File: src/rtl/otter_ctrl_fsm.sv
// Multicycle control FSM for the OTTER RV32I core: fetch/execute/memory sequencing with
// ready/ack handshakes, a memory-timeout fault and synchronised interrupt trap entry.
module otter_ctrl_fsm #(
    parameter int MEM_TIMEOUT      = 16,
    parameter int INTR_SYNC_STAGES = 2
) (
    input  logic       CLK,
    input  logic       RST,
    input  logic       INTR,
    input  logic       MIE,
    input  logic [6:0] OPCODE,
    input  logic [2:0] FUNCT3,
    input  logic       MEM_ACK,
    output logic       RESET,
    output logic       PC_WRITE,
    output logic       RF_WRITE,
    output logic       MEM_RDEN1,
    output logic       MEM_RDEN2,
    output logic       MEM_WE2,
    output logic       CSR_WE,
    output logic       INT_TAKEN,
    output logic       MRET_EXEC,
    output logic       ILLEGAL,
    output logic       BUS_ERR,
    output logic [2:0] STATE
);

    typedef enum logic [2:0] {
        ST_INIT   = 3'd0,
        ST_FETCH  = 3'd1,
        ST_EXEC   = 3'd2,
        ST_MEM_RD = 3'd3,
        ST_WB     = 3'd4,
        ST_MEM_WR = 3'd5,
        ST_TRAP   = 3'd6,
        ST_FAULT  = 3'd7
    } state_t;

    localparam logic [6:0] OP_LUI    = 7'b0110111;
    localparam logic [6:0] OP_AUIPC  = 7'b0010111;
    localparam logic [6:0] OP_JAL    = 7'b1101111;
    localparam logic [6:0] OP_JALR   = 7'b1100111;
    localparam logic [6:0] OP_IMM    = 7'b0010011;
    localparam logic [6:0] OP_REG    = 7'b0110011;
    localparam logic [6:0] OP_BRANCH = 7'b1100011;
    localparam logic [6:0] OP_SYSTEM = 7'b1110011;
    localparam logic [6:0] OP_LOAD   = 7'b0000011;
    localparam logic [6:0] OP_STORE  = 7'b0100011;

    localparam int CNT_W = (MEM_TIMEOUT > 1) ? $clog2(MEM_TIMEOUT) : 1;
    localparam logic [CNT_W-1:0] CNT_LAST = (MEM_TIMEOUT > 0) ? CNT_W'(MEM_TIMEOUT - 1) : '0;

    function automatic logic is_wb_op(input logic [6:0] op);
        return (op == OP_LUI) || (op == OP_AUIPC) || (op == OP_JAL) ||
               (op == OP_JALR) || (op == OP_IMM) || (op == OP_REG);
    endfunction

    function automatic logic is_mem_op(input logic [6:0] op);
        return (op == OP_LOAD) || (op == OP_STORE);
    endfunction

    state_t                state_r;
    state_t                state_next_s;
    logic [CNT_W-1:0]      cnt_r;
    logic [INTR_SYNC_STAGES-1:0] sync_r;
    logic                  bus_err_r;
    logic                  intr_sync_s;
    logic                  pend_s;
    logic                  wait_s;
    logic                  timeout_s;

    logic reset_s, pc_write_s, rf_write_s, rden1_s, rden2_s, we2_s;
    logic csr_we_s, int_taken_s, mret_s, illegal_s;

    assign intr_sync_s = sync_r[INTR_SYNC_STAGES-1];
    assign pend_s      = intr_sync_s & MIE;
    assign wait_s      = (state_r == ST_FETCH) || (state_r == ST_MEM_RD) || (state_r == ST_MEM_WR);
    assign timeout_s   = (MEM_TIMEOUT != 0) && (cnt_r == CNT_LAST);

    // State register.
    always_ff @(posedge CLK) begin
        if (RST) begin
            state_r <= ST_INIT;
        end else begin
            state_r <= state_next_s;
        end
    end

    // Next-state decode; instruction boundaries divert to TRAP when an interrupt is pending.
    always_comb begin
        state_next_s = state_r;
        case (state_r)
            ST_INIT:   state_next_s = ST_FETCH;
            ST_FETCH: begin
                if (MEM_ACK)        state_next_s = ST_EXEC;
                else if (timeout_s) state_next_s = ST_FAULT;
                else                state_next_s = ST_FETCH;
            end
            ST_EXEC: begin
                if (OPCODE == OP_LOAD)       state_next_s = ST_MEM_RD;
                else if (OPCODE == OP_STORE) state_next_s = ST_MEM_WR;
                else if (pend_s)             state_next_s = ST_TRAP;
                else                         state_next_s = ST_FETCH;
            end
            ST_MEM_RD: begin
                if (MEM_ACK)        state_next_s = ST_WB;
                else if (timeout_s) state_next_s = ST_FAULT;
                else                state_next_s = ST_MEM_RD;
            end
            ST_WB:     state_next_s = pend_s ? ST_TRAP : ST_FETCH;
            ST_MEM_WR: begin
                if (MEM_ACK)        state_next_s = pend_s ? ST_TRAP : ST_FETCH;
                else if (timeout_s) state_next_s = ST_FAULT;
                else                state_next_s = ST_MEM_WR;
            end
            ST_TRAP:   state_next_s = ST_FETCH;
            ST_FAULT:  state_next_s = ST_FAULT;
            default:   state_next_s = ST_INIT;
        endcase
    end

    // Output decode from state, plus opcode in EXEC and ack in MEM_WR.
    always_comb begin
        reset_s     = 1'b0;
        pc_write_s  = 1'b0;
        rf_write_s  = 1'b0;
        rden1_s     = 1'b0;
        rden2_s     = 1'b0;
        we2_s       = 1'b0;
        csr_we_s    = 1'b0;
        int_taken_s = 1'b0;
        mret_s      = 1'b0;
        illegal_s   = 1'b0;
        case (state_r)
            ST_INIT:   reset_s = 1'b1;
            ST_FETCH:  rden1_s = 1'b1;
            ST_EXEC: begin
                if (is_wb_op(OPCODE)) begin
                    pc_write_s = 1'b1;
                    rf_write_s = 1'b1;
                end else if (OPCODE == OP_BRANCH) begin
                    pc_write_s = 1'b1;
                end else if (OPCODE == OP_SYSTEM) begin
                    pc_write_s = 1'b1;
                    if (FUNCT3 != 3'd0) begin
                        rf_write_s = 1'b1;
                        csr_we_s   = 1'b1;
                    end else begin
                        mret_s = 1'b1;
                    end
                end else if (is_mem_op(OPCODE)) begin
                    pc_write_s = 1'b0;
                end else begin
                    illegal_s  = 1'b1;
                    pc_write_s = 1'b1;
                end
            end
            ST_MEM_RD: rden2_s = 1'b1;
            ST_WB: begin
                pc_write_s = 1'b1;
                rf_write_s = 1'b1;
            end
            ST_MEM_WR: begin
                we2_s      = 1'b1;
                pc_write_s = MEM_ACK;
            end
            ST_TRAP: begin
                int_taken_s = 1'b1;
                pc_write_s  = 1'b1;
            end
            ST_FAULT:  pc_write_s = 1'b0;
            default:   reset_s = 1'b1;
        endcase
    end

    // Handshake wait counter: clears on ack or any state change.
    always_ff @(posedge CLK) begin
        if (RST) begin
            cnt_r <= '0;
        end else if (wait_s && !MEM_ACK && (state_next_s == state_r)) begin
            cnt_r <= cnt_r + CNT_W'(1);
        end else begin
            cnt_r <= '0;
        end
    end

    // Interrupt synchroniser chain.
    always_ff @(posedge CLK) begin
        if (RST) begin
            sync_r <= '0;
        end else begin
            sync_r[0] <= INTR;
            for (int i = 1; i < INTR_SYNC_STAGES; i++) begin
                sync_r[i] <= sync_r[i-1];
            end
        end
    end

    // Sticky bus-error flag, set on entry to FAULT.
    always_ff @(posedge CLK) begin
        if (RST) begin
            bus_err_r <= 1'b0;
        end else if (state_next_s == ST_FAULT) begin
            bus_err_r <= 1'b1;
        end else begin
            bus_err_r <= bus_err_r;
        end
    end

    // Writes and pulses are suppressed while RST is asserted so a reset mid-handshake commits nothing.
    assign RESET     = reset_s | RST;
    assign PC_WRITE  = pc_write_s  & ~RST;
    assign RF_WRITE  = rf_write_s  & ~RST;
    assign CSR_WE    = csr_we_s    & ~RST;
    assign INT_TAKEN = int_taken_s & ~RST;
    assign MRET_EXEC = mret_s      & ~RST;
    assign ILLEGAL   = illegal_s   & ~RST;
    assign MEM_RDEN1 = rden1_s;
    assign MEM_RDEN2 = rden2_s;
    assign MEM_WE2   = we2_s;
    assign BUS_ERR   = bus_err_r;
    assign STATE     = state_r;

endmodule
File: config.mk
export PLATFORM = sky130hd
export DESIGN_NAME = otter_ctrl_fsm
export DESIGN_NICKNAME = d
export VERILOG_FILES = /design/src/rtl/otter_ctrl_fsm.sv
export SDC_FILE = /design/constraint.sdc
export NUM_CORES = 1
export LEC_CHECK = 0
export CAP_MARGIN = 20
export CELL_PAD_IN_SITES_DETAIL_PLACEMENT = 0
export CELL_PAD_IN_SITES_GLOBAL_PLACEMENT = 1
export CORE_AREA = 5 5 52 54
export CTS_BUF_LIST = sky130_fd_sc_hd__clkbuf_4 sky130_fd_sc_hd__clkbuf_8
export CTS_CLUSTER_SIZE = 10
export DETAILED_ROUTE_END_ITERATION = 8
export DIE_AREA = 0 0 57 59
export PLACE_DENSITY = 0.95
export SLEW_MARGIN = 20
export SYNTH_ARGS = -nofsm -noshare
export SYNTH_HDL_FRONTEND = slang
export SYNTH_SLANG_ARGS = --single-unit
File: constraint.sdc
create_clock -name CLK -period 3.2 [get_ports CLK]
set_input_delay 0.96 -clock CLK [delete_from_list [all_inputs] [get_ports CLK]]
set_output_delay 0.96 -clock CLK [all_outputs]
set_load 0.01 [all_outputs]
==> results of run 1 <==
==> registers in the layout, summed over array words and instances (netlist names) <==
name     cells
STATE        3
BUS_ERR      1
cnt_r        4
sync_r       2
==> power groups by stage <==
stage	clock, mW	sequential (mW)	combinational (mW)
after floorplan	0	0.137	0.0496
after global placement	0	0.135	0.106
after detailed placement	0	0.135	0.108
after CTS	0.116	0.132	0.108
after global routing	0.125	0.133	0.118
final	0.117	0.132	0.109
==> cells by family (layout without fill, tap and decap cells) <==
| group | count (synthesis) | count (layout) |
|---|---|---|
| compound gates | 18 | 18 |
| xor+xnor | 2 | 2 |
| fa+ha+maj | 1 | 1 |
| buf+inv | 8 | 51 |
| flops | 10 | 10 |
| simple gates | 51 | 51 |
==> synth_stat cells (2+ instances only) <==
cell type,n
dfxtp_1,10
nand2_1,4
o22ai_1,2
nand4b_1,2
and3_1,3
o211a_1,2
and3b_1,2
buf_2,3
nor2_1,10
nor3b_1,2
nand2b_1,4
nand3_1,3
nor2b_1,3
nor3_1,9
inv_1,4
a21oi_1,2
==> per-layer routing <==
layer	up-vias	GRT usage
met4	0	0.0596
met3	6	0.0370
met1	385	0.157
met5	-	0
li1	413	-
met2	27	0.232
==> timing repair <==
item | in CTS | in global routing
hold buffers | 0 | 0
setup buffers | 0 | 1
pin swaps | 4 | 10
endpoints found under the hold margin | 0 | 0
gates cloned | 0 | 0
resized for setup | 32 | 10
setup endpoints to repair | 7 | 5
==> worst paths after layout <==
check / from / end / slack, ns / cells after the start
worst min register to register: sync_r[0] / sync_r[1] / 0.47 / 1
worst max-delay path: FUNCT3[2] / RF_WRITE / 0.05 / 6
worst min-delay path: sync_r[0] / sync_r[1] / 0.47 / 1
worst max register to register: STATE[1] / cnt_r[1] / 1.41 / 5
==> per-stage QoR <==
step                power [mW]  hold WS, ns  instances
global placement         0.241        0.434        156
CTS                      0.356        0.468        160
global route             0.377        0.476        161
finish                   0.358        0.465        161
floorplan                0.187        0.414         90
detailed placement       0.243        0.452        156
==> layout make-up <==
class,count,area share
clock buffer,4,0.0313
inverter,4,0.0129
multi-input combinational,72,0.432
sequential,10,0.172
tap,28,0.0302
timing repair buffer,43,0.321
==> flow_metrics.py, run 1 <==
metrics = {
    "run_status": {
        "status": "finished, final reports clean",
    },
    "sta": {
        "slew_violations": 0,
        "max-slew-margin-rel": 0.774,
        "finClkSkew_ns": 0.0102,
        "postLayoutSetupSlackWorst_ns": 0.0453,
        "hold_viol": 0,
        "rsz0062_at_grt": "yes",
        "finalSetupViolCount": 0,
        "worstMarginPinSlew_ns": 0.336,
        "setup_tns_ns": 0,
        "fin_crit_ns": 3.15,
        "max_clock_freq_mhz": 317,
        "finalCritPeriodShare": 0.986,
    },
    "placed_design": {
        "place_ws_ns": -0.730,
        "placed_cell_area_um2": 1100,
        "gp_congestion": 0.871,
        "io_buffers": 28,
        "dpl.hpwl_um": 1550,
    },
    "layout": {
        "diodes": 0,
        "nets": 150,
        "postLayoutCoreUtil": 0.535,
        "layout_common_cells": "buf_4 (14), clkdlybuf4s50_1 (12), dfxtp_1 (10), nor2_1 (10), nor3_1 (7)",
        "mostFrequentLayoutCell": "buf_4",
        "register_area_um2": 200,
        "final_area_um2": 1160,
        "drive_gt1_frac": 0.263,
        "area_growth_pct": 66.3,
        "nFillCells": 218,
        "multi_input_area_um2": 502,
    },
    "power_and_ir_drop": {
        "p_int_mw": 0.257,
        "p_per_area_nw_per_um2": 309,
        "pwr-share-clk": 0.326,
        "seqPwrFrac": 0.369,
        "p_leak_nw": 0.491,
        "switching_share": 0.283,
        "ir_drop_mv": 0.318,
        "p_sw_mw": 0.101,
        "combinationalPowerShare": 0.305,
    },
    "setup_path": {
        "slowest_stage": "clkdlybuf4s50_1",
        "path_buf_inv": 2,
        "crit_path_cell_trace": "clkdlybuf4s50_1, or3_4, a31oi_1, o21a_1, nor3_2, buf_2",
        "critPathArrivalTime_ns": 2.19,
        "crit_type": "primary input to output pin",
        "cp_top_family": "buffers and inverters",
        "worstPathMaxFanout": 2,
        "required_ns": 2.24,
        "cpPeakStageDelay_ns": 0.42,
        "end_kind": "output pin",
        "cp-start-kind": "primary input",
    },
    "synth": {
        "ys_async_sr_fraction": 0,
        "ys_ff_latch": 10,
        "yosys.area.top_type_share": 0.287,
        "synthXorXnorAreaFrac": 0.0251,
        "synth_top_cell_by_area": "dfxtp_1",
        "seq_area_frac_synth": 0.287,
        "synth_area_leaders": "dfxtp_1 (29%), nor3_1 (6.5%), nor2_1 (5.4%)",
        "synthMuxAreaShare": 0,
        "yosysUniqueCellTypes": 41,
        "synthSimpleGateAreaFrac": 0.421,
        "synth-warning-count": 0,
        "synth_fa_ha_area_frac": 0.0179,
        "synth_area_um2": 698,
        "ys.flop_type": "dfxtp_1",
        "synth-compound-area-share": 0.201,
        "synthesis.nets": 106,
        "synth_top_family_by_area": "simple AND/OR/NAND/NOR gates",
        "syn_area_per_cell_um2": 7.76,
        "syn_inst": 90,
        "synth_enable_flop_cells": 0,
    },
    "floorplanning": {
        "num_io_pins": 29,
        "fp.dieH_um": 59,
        "die_w_um": 57,
        "rows": 17,
        "coreArea_um2": 2170,
        "start_util": 0.322,
        "die_area_um2": 3360,
    },
    "routing": {
        "wl_met1_um": 915,
        "firstDrtPassIters": 4,
        "drc_errors": 0,
        "top_layer_used": "met4",
        "wl_per_cell_um": 13.7,
        "drt_iter0_drc": 8,
        "wl_um": 2200,
        "ant_nets": 0,
        "wl_met2_um": 1110,
        "vias": 831,
        "wl_met3_um": 145,
        "via_per_inst": 5.16,
    },
    "clocking": {
        "clkTransAtPathRegs_ns": 0.08,
        "cts_buffer_depth": 2,
        "cts-root-buf": "clkbuf_4",
        "htreeDepth": 1,
        "tritoncts": "yes",
        "clk_latency_ns": 0.27,
        "cts_sinks": 10,
        "cts_buffers": 3,
    },
    "hold_path": {
        "hp-class": "register to register",
    },
    "global_route": {
        "grt-ovfl-total": 0,
        "track_usage": 0.135,
        "grt_max_degree": 14,
        "grt_pass1_wl_um": 3640,
        "antenna_found_initial": 0,
        "grt_pass1_vias": 830,
    },
    "flow_run": {
        "maxCapViolCount": 0,
    },
}
No activity file was read; power rests on OpenSTA's default activity.
==> run 2: changes to the inputs <==
--- a/config.mk
+++ b/config.mk
@@ -8,12 +8,11 @@
 export CAP_MARGIN = 20
 export CELL_PAD_IN_SITES_DETAIL_PLACEMENT = 0
 export CELL_PAD_IN_SITES_GLOBAL_PLACEMENT = 1
-export CORE_AREA = 5 5 52 54
-export CTS_BUF_LIST = sky130_fd_sc_hd__clkbuf_4 sky130_fd_sc_hd__clkbuf_8
+export CORE_AREA = 5 5 54 56
 export CTS_CLUSTER_SIZE = 10
 export DETAILED_ROUTE_END_ITERATION = 8
-export DIE_AREA = 0 0 57 59
-export PLACE_DENSITY = 0.95
+export DIE_AREA = 0 0 59 61
+export PLACE_DENSITY = 0.89
 export SLEW_MARGIN = 20
 export SYNTH_ARGS = -nofsm -noshare
 export SYNTH_HDL_FRONTEND = slang
==> constraint.sdc (replaced) <==
create_clock -name CLK -period 4 [get_ports CLK]
set_input_delay 1.2 -clock CLK [delete_from_list [all_inputs] [get_ports CLK]]
set_output_delay 1.2 -clock CLK [all_outputs]
set_load 0.01 [all_outputs]
==> run 2 against run 1 <==
Sequential share of layout area rose by 0.78 points. Final cell count down 3.7%. Sequential cell count did not move. Clock skew decreased by 0.0073 ns. Global-route usage fell by 1.9 points. Worst setup slack better by 0.057 ns. Hold slack got worse by 0.011 ns. Combinational power down 30%. Critical path depth up 3. Total power shrank 22%. Highest routed layer is now met3.
==> flow_metrics.py, run 2 (synthesis gave the netlist of run 1 again) <==
metrics = {
    "floorplanning": {
        "coreArea_um2": 2390,
        "die_w_um": 59,
        "rows": 18,
        "start_util": 0.292,
        "die_area_um2": 3600,
        "num_io_pins": 29,
        "fp.dieH_um": 61,
    },
    "sta": {
        "fin_crit_ns": 3.90,
        "finalCritPeriodShare": 0.974,
        "max-slew-margin-rel": 0.712,
        "finalSetupViolCount": 0,
        "max_clock_freq_mhz": 257,
        "whs_ns": 0.454,
        "setup_tns_ns": 0,
        "rsz0062_at_grt": "no",
        "hold_viol": 0,
        "finClkSkew_ns": 0.00286,
        "slew_violations": 0,
        "worstMarginPinSlew_ns": 0.432,
    },
    "routing": {
        "via_per_inst": 4.96,
        "drt_iter0_drc": 8,
        "vias": 769,
        "firstDrtPassIters": 3,
        "wl_um": 2090,
        "drc_errors": 0,
        "wl_per_cell_um": 13.5,
        "ant_nets": 0,
    },
    "run_status": {
        "status": "finished, final reports clean",
    },
    "layout": {
        "diodes": 0,
        "nets": 142,
        "top_register": "cnt_r",
        "largest_reg_flops": 4,
        "postLayoutCoreUtil": 0.465,
        "drive_gt1_frac": 0.184,
        "nFillCells": 263,
        "final_area_um2": 1110,
        "mostFrequentLayoutCell": "clkdlybuf4s50_1",
        "area_growth_pct": 59.1,
        "layout_common_cells": "clkdlybuf4s50_1 (22), dfxtp_1 (10), nor2_1 (10)",
    },
    "clocking": {
        "holdBufCountCts": 0,
        "cts_buffers": 3,
        "tritoncts": "yes",
        "cts_buffer_depth": 2,
        "cts_sinks": 10,
        "clk_latency_ns": 0.26,
        "cts-root-buf": "clkbuf_4",
        "clkTransAtPathRegs_ns": 0.06,
        "htreeDepth": 1,
    },
    "placed_design": {
        "gp_congestion": 0.853,
        "io_buffers": 28,
        "dpl.hpwl_um": 1600,
        "placed_cell_area_um2": 1050,
    },
    "setup_path": {
        "crit_path_cell_trace": "clkdlybuf4s50_1, buf_4, nand4b_1, a21oi_4, buf_6, nor3_4, nand3_2, nor2_1, clkdlybuf4s15_2",
        "r2r-end": "cnt_r[1]",
        "slowest_stage": "clkdlybuf4s50_1",
        "required_ns": 2.80,
        "worst-r2r-setup-slack_ns": 1.97,
        "path_buf_inv": 4,
        "cp_top_family": "buffers and inverters",
        "crit_start": "OPCODE[6]",
        "worstPathMaxFanout": 4,
        "r2r_cells": 5,
        "cp-start-kind": "primary input",
        "cpPeakStageDelay_ns": 0.43,
        "crit_type": "primary input to output pin",
        "rr_startpoint": "STATE[1]",
        "critPathArrivalTime_ns": 2.70,
        "end_kind": "output pin",
    },
    "hold_path": {
        "hold_end": "sync_r[1]",
        "whs_path_depth": 1,
        "hp-class": "register to register",
        "hp-start": "sync_r[0]",
    },
    "power_and_ir_drop": {
        "p_sw_mw": 0.0754,
        "p_per_area_nw_per_um2": 251,
        "switching_share": 0.271,
        "combinationalPowerShare": 0.275,
        "pwr-share-clk": 0.323,
        "p_leak_nw": 0.424,
        "ir_drop_mv": 0.204,
        "seqPwrFrac": 0.402,
        "p_int_mw": 0.203,
    },
    "global_route": {
        "grt_max_degree": 15,
        "grt-ovfl-total": 0,
        "grt_pass1_vias": 808,
        "track_usage": 0.116,
        "grt_pass1_wl_um": 3240,
        "antenna_found_initial": 0,
    },
    "flow_run": {
        "maxCapViolCount": 0,
    },
}
run 2: final cells by class:
type | count | area, um2 | share of cell area
timing repair buffer | 35 | 328 | 0.295
multi-input combinational | 72 | 494 | 0.445
clock buffer | 4 | 36.3 | 0.0327
inverter | 4 | 15.0 | 0.0135
tap | 30 | 37.5 | 0.0338
sequential | 10 | 200 | 0.180
run 2: worst max path at each step:
| stage | endpoint | slack [ns] | cells past startpoint |
|---|---|---|---|
| 3_5_place_dp | RF_WRITE | -0.42 | 7 |
| 5_1_grt | PC_WRITE | 0.01 | 7 |
| 6_report | MRET_EXEC | 0.10 | 9 |
| 4_1_cts | ILLEGAL | 0.03 | 7 |
| 3_3_place_gp | RF_WRITE | -0.42 | 7 |
| 2_1_floorplan | RF_WRITE | 0.52 | 5 |
run 2: power by group through the flow:
stage / Sequential [mW] / Clock (mW) / Combinational (mW)
3_5_place_dp: 0.114 / 0 / 0.0744
3_3_place_gp: 0.114 / 0 / 0.0732
6_report: 0.112 / 0.0898 / 0.0767
5_1_grt: 0.113 / 0.0988 / 0.0832
4_1_cts: 0.112 / 0.0937 / 0.0752
2_1_floorplan: 0.110 / 0 / 0.0397
run 2: per-layer routing:
metal	vias to the layer above	routed length, um	share of wire	global-route usage
met1	354	822	0.39	0.113
met5	-	0	0	0
li1	398	-	-	-
met2	17	1130	0.54	0.227
met4	0	0	0	0.0583
met3	0	143	0.068	0.0255
run 2: timing repair:
action	CTS	global route
buffers inserted	0	0
gates resized for setup	18	7
setup endpoints to repair	5	3
pin swaps	1	3
gates cloned	0	0
run 2: per-stage QoR:
stage	worst slack, ns	std cells	power, mW
floorplan	0.521	90	0.149
global placement	-0.416	151	0.187
detailed placement	-0.423	151	0.189
CTS	0.0279	155	0.281
global route	0.0109	155	0.295
finish	0.103	155	0.279
